===== config.mk =====
export PLATFORM = sky130hd
export DESIGN_NAME = gray_code_counter
export DESIGN_NICKNAME = d
export VERILOG_FILES = /design/src/rtl/gray_code_counter.sv
export SDC_FILE = /design/constraint.sdc
export NUM_CORES = 1
export LEC_CHECK = 0
export ABC_AREA = 1
export BUFFER_PORTS_ARGS = -buffer_cell sky130_fd_sc_hd__buf_2
export CAP_MARGIN = 15
export CORE_ASPECT_RATIO = 2
export CORE_MARGIN = 2
export CORE_UTILIZATION = 52
export CTS_CLUSTER_DIAMETER = 120
export CTS_CLUSTER_SIZE = 28
export DETAILED_ROUTE_END_ITERATION = 6
export PLACE_DENSITY = 0.89
export SKIP_LAST_GASP = 1
export SLEW_MARGIN = 25
export SYNTH_ARGS = -nofsm -noshare
export SYNTH_HDL_FRONTEND = slang
export SYNTH_SLANG_ARGS = --single-unit

===== constraint.sdc =====
create_clock -name Clock_In -period 1.7 [get_ports Clock_In]
set_input_delay 0.34 -clock Clock_In [delete_from_list [all_inputs] [get_ports Clock_In]]
set_output_delay 0.34 -clock Clock_In [all_outputs]
set_load 0.02 [all_outputs]

===== src/rtl/gray_code_counter.sv =====
// rtl/gray_code_counter.sv - registered up/down counter with Gray and binary views
// One binary state register; the Gray register is updated from the same next-state value.
module gray_code_counter #(
  parameter int WIDTH = 16
) (
  input  logic             Clock_In,
  input  logic             Reset_In,
  input  logic             Enable_In,
  input  logic             Up_Down_In,
  input  logic             Load_In,
  input  logic [WIDTH-1:0] Load_Gray_Data_In,
  output logic [WIDTH-1:0] Gray_Count_Out,
  output logic [WIDTH-1:0] Binary_Count_Out,
  output logic             Terminal_Count_Out
);

  logic [WIDTH-1:0] bin_q, bin_d;
  logic [WIDTH-1:0] gray_q, gray_d;
  logic [WIDTH-1:0] load_bin;

  // Each binary bit is the XOR of its Gray bit and every Gray bit above it.
  always_comb begin
    load_bin = '0;
    for (int i = 0; i < WIDTH; i++) begin
      load_bin[i] = ^(Load_Gray_Data_In >> i);
    end
  end

  always_comb begin
    bin_d  = bin_q;
    gray_d = gray_q;
    if (Load_In) begin
      bin_d  = load_bin;
      gray_d = Load_Gray_Data_In;
    end else if (Enable_In) begin
      if (Up_Down_In) begin
        bin_d = bin_q + 1'b1;
      end else begin
        bin_d = bin_q - 1'b1;
      end
      gray_d = bin_d ^ (bin_d >> 1);
    end
  end

  always_ff @(posedge Clock_In or posedge Reset_In) begin
    if (Reset_In) begin
      bin_q  <= '0;
      gray_q <= '0;
    end else begin
      bin_q  <= bin_d;
      gray_q <= gray_d;
    end
  end

  assign Binary_Count_Out   = bin_q;
  assign Gray_Count_Out     = gray_q;
  assign Terminal_Count_Out = Enable_In & ~Load_In &
                              ((Up_Down_In & (&bin_q)) | (~Up_Down_In & ~(|bin_q)));

endmodule


==> flow_metrics.py <==
metrics = {
    "synthesis": {
        "synthesis.yosys.warnings": 0,
        "syn-cell-area_sq_um": 3210,
        "syn-instance-count": 500,
        "synth_xor_area_share_pct": 12.9,
        "synth-main-ff-cell": "sky130_fd_sc_hd__dfrtp_1",
        "netlist-cell-type-count": 36,
        "synth_compound_gate_area_share_pct": 7.24,
        "synth_edf_count": 0,
        "synthMuxAreaShare_pct": 0,
        "ys_ff_latch": 31,
        "synthAdderAreaFrac_pct": 6.07,
        "post_synth_and_or_nand_nor_area_fraction_pct": 38.8,
        "synth.avg_cell_area_sq_um": 6.43,
        "ys_seq_area_share_pct": 24.1,
        "mappedNetlistNets": 536,
        "synthArstFlopShare_pct": 100,
        "largest_family_of_logic_cells_by_synthesized_area": "simple AND/OR/NAND/NOR gates",
    },
    "timing": {
        "slew_headroom_pct": 72.7,
        "hold_viol_final": 0,
        "final.setup.worst_slack_ps": -389,
        "setup_total_negative_slack_ps": -4390,
        "fmax_mhz": 479,
        "final.period_utilization_pct": 123,
        "slew_viol_final": 0,
        "rsz0062_at_grt": "true",
        "timing_worst_slew_pin_value_ps": 410,
        "finClkSkew_ps": 5.80,
        "layout_min_cycle_time_ps": 2090,
        "finalSetupViolCount": 26,
    },
    "power_and_ir_drop": {
        "internal_cell_power_mw": 3.72,
        "p_leak_nw": 2.47,
        "largest_voltage_drop_on_the_vdd_net_mv": 0.984,
        "power.share.combinational_pct": 70.6,
        "finalPower_mw": 7.18,
        "p_clk_share_pct": 11.8,
        "p_switching_mw": 3.46,
        "power.sequential.fraction_pct": 17.7,
        "power.switching_fraction_pct": 48.2,
        "power_density_nw_per_um2": 1570,
    },
    "place": {
        "io_buffers": 53,
        "dp_cells": 661,
        "detailed_place_hpwl_mm": 7.69,
        "routabilityCongestion": 0.930,
    },
    "drt": {
        "firstDrtPassIters": 7,
        "drc_errors": 0,
        "routed_wl_mm": 12.0,
        "route.detailed.wl_per_inst_microns": 17.7,
        "drt_iter0_markers": 332,
        "vias_per_cell": 5.89,
        "final_antenna_net_count": 0,
        "total_via_count_after_detailed_routing": 3999,
    },
    "critical_path": {
        "cp-startpoint": "Gray_Count_Out[15]",
        "worst_setup_path_end_kind": "output port",
        "crit-reg2reg-launch": "Binary_Count_Out[8]",
        "crit_chain": "or2_2, nor3_1, nand4_1, a21oi_2, buf_4",
        "cp_max_fo": 3,
        "worst_path_largest_cell_delay_ps": 440,
        "critPathKind": "register to output port",
        "kind_of_start_point_of_the_critical_path": "register",
        "arrival_ps": 1750,
        "worstPathRequired_ps": 1360,
        "worst_path_max_delay_cell": "sky130_fd_sc_hd__dfrtp_1",
    },
    "clock_tree": {
        "cts-buffers-inserted": 5,
        "root_buffer": "sky130_fd_sc_hd__clkbuf_16",
        "holdBufCountCts": 0,
        "clock_tree.buffer_depth": 2,
        "tritoncts": "yes",
        "clk_transition_reported_paths_ps": 50,
        "cts_sinks": 31,
        "clock_insertion_delay_worst_skew_ps": 280,
        "htree_levels": 2,
    },
    "cells_and_area": {
        "syn_to_layout_area_delta_pct": 41.8,
        "layout.cells.non_filler": 679,
        "final_layout_size_suffix_gt1_share_pct": 33.9,
        "antenna_cells": 0,
        "n_fill_cell": 401,
        "final_net_count": 653,
    },
    "die": {
        "die_w_microns": 59.6,
        "rows": 40,
        "initial_utilization_pct": 53.5,
        "die_height_microns": 115,
        "top_level_ports": 54,
        "core_area_sq_um": 6010,
        "fp.dieArea_sq_um": 6860,
    },
    "global_routing": {
        "grt_first_pass_wirelength_mm": 17.0,
        "grt_max_degree": 32,
        "first_global_vias": 3769,
        "track_usage_pct": 32.6,
        "antenna_found_initial": 0,
        "globalRouteOverflowTotal": 0,
    },
    "run": {
        "max_cap_viol_count": 0,
    },
    "status": {
        "violations": "setup timing",
        "status": "finished, violations left",
    },
    "worst_hold_path": {
        "hp-class": "input pin to asynchronous set/reset pin",
    },
}
-- cells in the mapped netlist, types with 3 or more instances --
library cell	instances	area share, %
sky130_fd_sc_hd__buf_4	5	1.2
sky130_fd_sc_hd__nand2_2	3	0.58
sky130_fd_sc_hd__xnor2_2	3	1.5
sky130_fd_sc_hd__ha_1	14	5.4
sky130_fd_sc_hd__o211ai_1	4	0.93
sky130_fd_sc_hd__buf_2	3	0.47
sky130_fd_sc_hd__xnor2_1	22	6.0
sky130_fd_sc_hd__nand2_1	204	24
sky130_fd_sc_hd__nand3_1	46	7.2
sky130_fd_sc_hd__nor2_1	14	1.6
sky130_fd_sc_hd__and2_1	5	0.97
sky130_fd_sc_hd__a21oi_1	8	1.2
sky130_fd_sc_hd__nand4_1	5	0.97
sky130_fd_sc_hd__dfrtp_1	31	24
sky130_fd_sc_hd__or2_2	3	0.58
sky130_fd_sc_hd__inv_1	69	8.1
sky130_fd_sc_hd__xor2_1	16	4.4
sky130_fd_sc_hd__nor3_1	4	0.62
sky130_fd_sc_hd__o21ai_0	6	0.93
sky130_fd_sc_hd__a22oi_1	15	3.5
-- cells in the final DEF, fill, tap and decap left out, types with 8 or more instances in the layout --
| master | synthesis | routed |
|---|---|---|
| sky130_fd_sc_hd__nand2_1 | 204 | 186 |
| sky130_fd_sc_hd__inv_1 | 69 | 63 |
| sky130_fd_sc_hd__buf_4 | 5 | 61 |
| sky130_fd_sc_hd__buf_2 | 3 | 51 |
| sky130_fd_sc_hd__nand3_1 | 46 | 38 |
| sky130_fd_sc_hd__dfrtp_1 | 31 | 25 |
| sky130_fd_sc_hd__xnor2_1 | 22 | 19 |
| sky130_fd_sc_hd__nand2_2 | 3 | 16 |
| sky130_fd_sc_hd__a22oi_1 | 15 | 15 |
| sky130_fd_sc_hd__xor2_1 | 16 | 14 |
| sky130_fd_sc_hd__nor2_1 | 14 | 9 |
| sky130_fd_sc_hd__nand3_2 | 2 | 8 |
-- cells by family (layout without fill, tap and decap cells) --
group,Yosys count,after routing
AND/OR/NAND/NOR,293,293
buffers and inverters,82,198
XOR/XNOR,43,43
AO/OA/AOI/OAI,36,36
flip-flops,31,31
adder cells (fa/ha/maj),15,15
-- layout make-up --
cell class | count | area (sq um) | area share (%)
multi-input combinational | 387 | 2450 | 53.8
timing repair buffer | 122 | 851 | 18.7
sequential | 31 | 783 | 17.2
inverter | 70 | 267 | 5.85
clock buffer | 6 | 129 | 2.83
tap | 63 | 78.8 | 1.73
-- metrics by stage --
stage,cell area (sq um),utilization (%),hold slack [ps],setup slack [ps]
floorplan,3220,-,443,-204
global placement,3920,65.3,432,-476
detailed placement,3920,65.3,441,-547
CTS,4330,72.1,150,-329
global route,4560,75.9,177,-466
finish,4560,75.9,135,-389
-- flip-flops by register name (all words and copies together), names as in the netlist --
name and count:
Binary_Count_Out 15, Gray_Count_Out 16
-- worst paths after layout --
kind / cells past startpoint / endpoint / slack, ps
max: 5 / Terminal_Count_Out / -390
min in group Clock_In: 3 / Gray_Count_Out[14] / 350
min reg2reg: 2 / Gray_Count_Out[14] / 500
min: 3 / Gray_Count_Out[15] / 140
max in group asynchronous: 3 / Binary_Count_Out[1] / 1230
max reg2reg: 11 / Gray_Count_Out[9] / -250
-- routing by layer --
metal | share of wire, % | GRT usage (%) | up-vias
met5 | 0 | 0 | -
met4 | 8.8 | 22.7 | 0
met3 | 6.6 | 3.26 | 95
met2 | 51 | 58.8 | 243
met1 | 33 | 33.6 | 1865
li1 | - | - | 1796
-- power by group through the flow --
stage / logic [mW] / clock network, mW / registers [mW]
after CTS: 4.36 / 0.826 / 1.22
final: 5.07 / 0.844 / 1.27
after global routing: 5.41 / 0.857 / 1.28
after detailed placement: 3.78 / 0 / 1.19
after global placement: 3.65 / 0 / 1.19
after floorplan: 1.99 / 0 / 1.51
-- what timing repair did --
item	CTS	global route
setup endpoints to repair	26	26
pin swaps	8	8
hold endpoints to repair	0	0
buffers inserted	3	10
gates resized for setup	50	38
-- worst max-delay path: cells and delay by family, from the launching register on --
kind,cells,cell delay (ps)
compound gates,1,200
flops,1,440
simple gates,3,670
buf+inv,1,160
(Power assumes the default switching activity.)
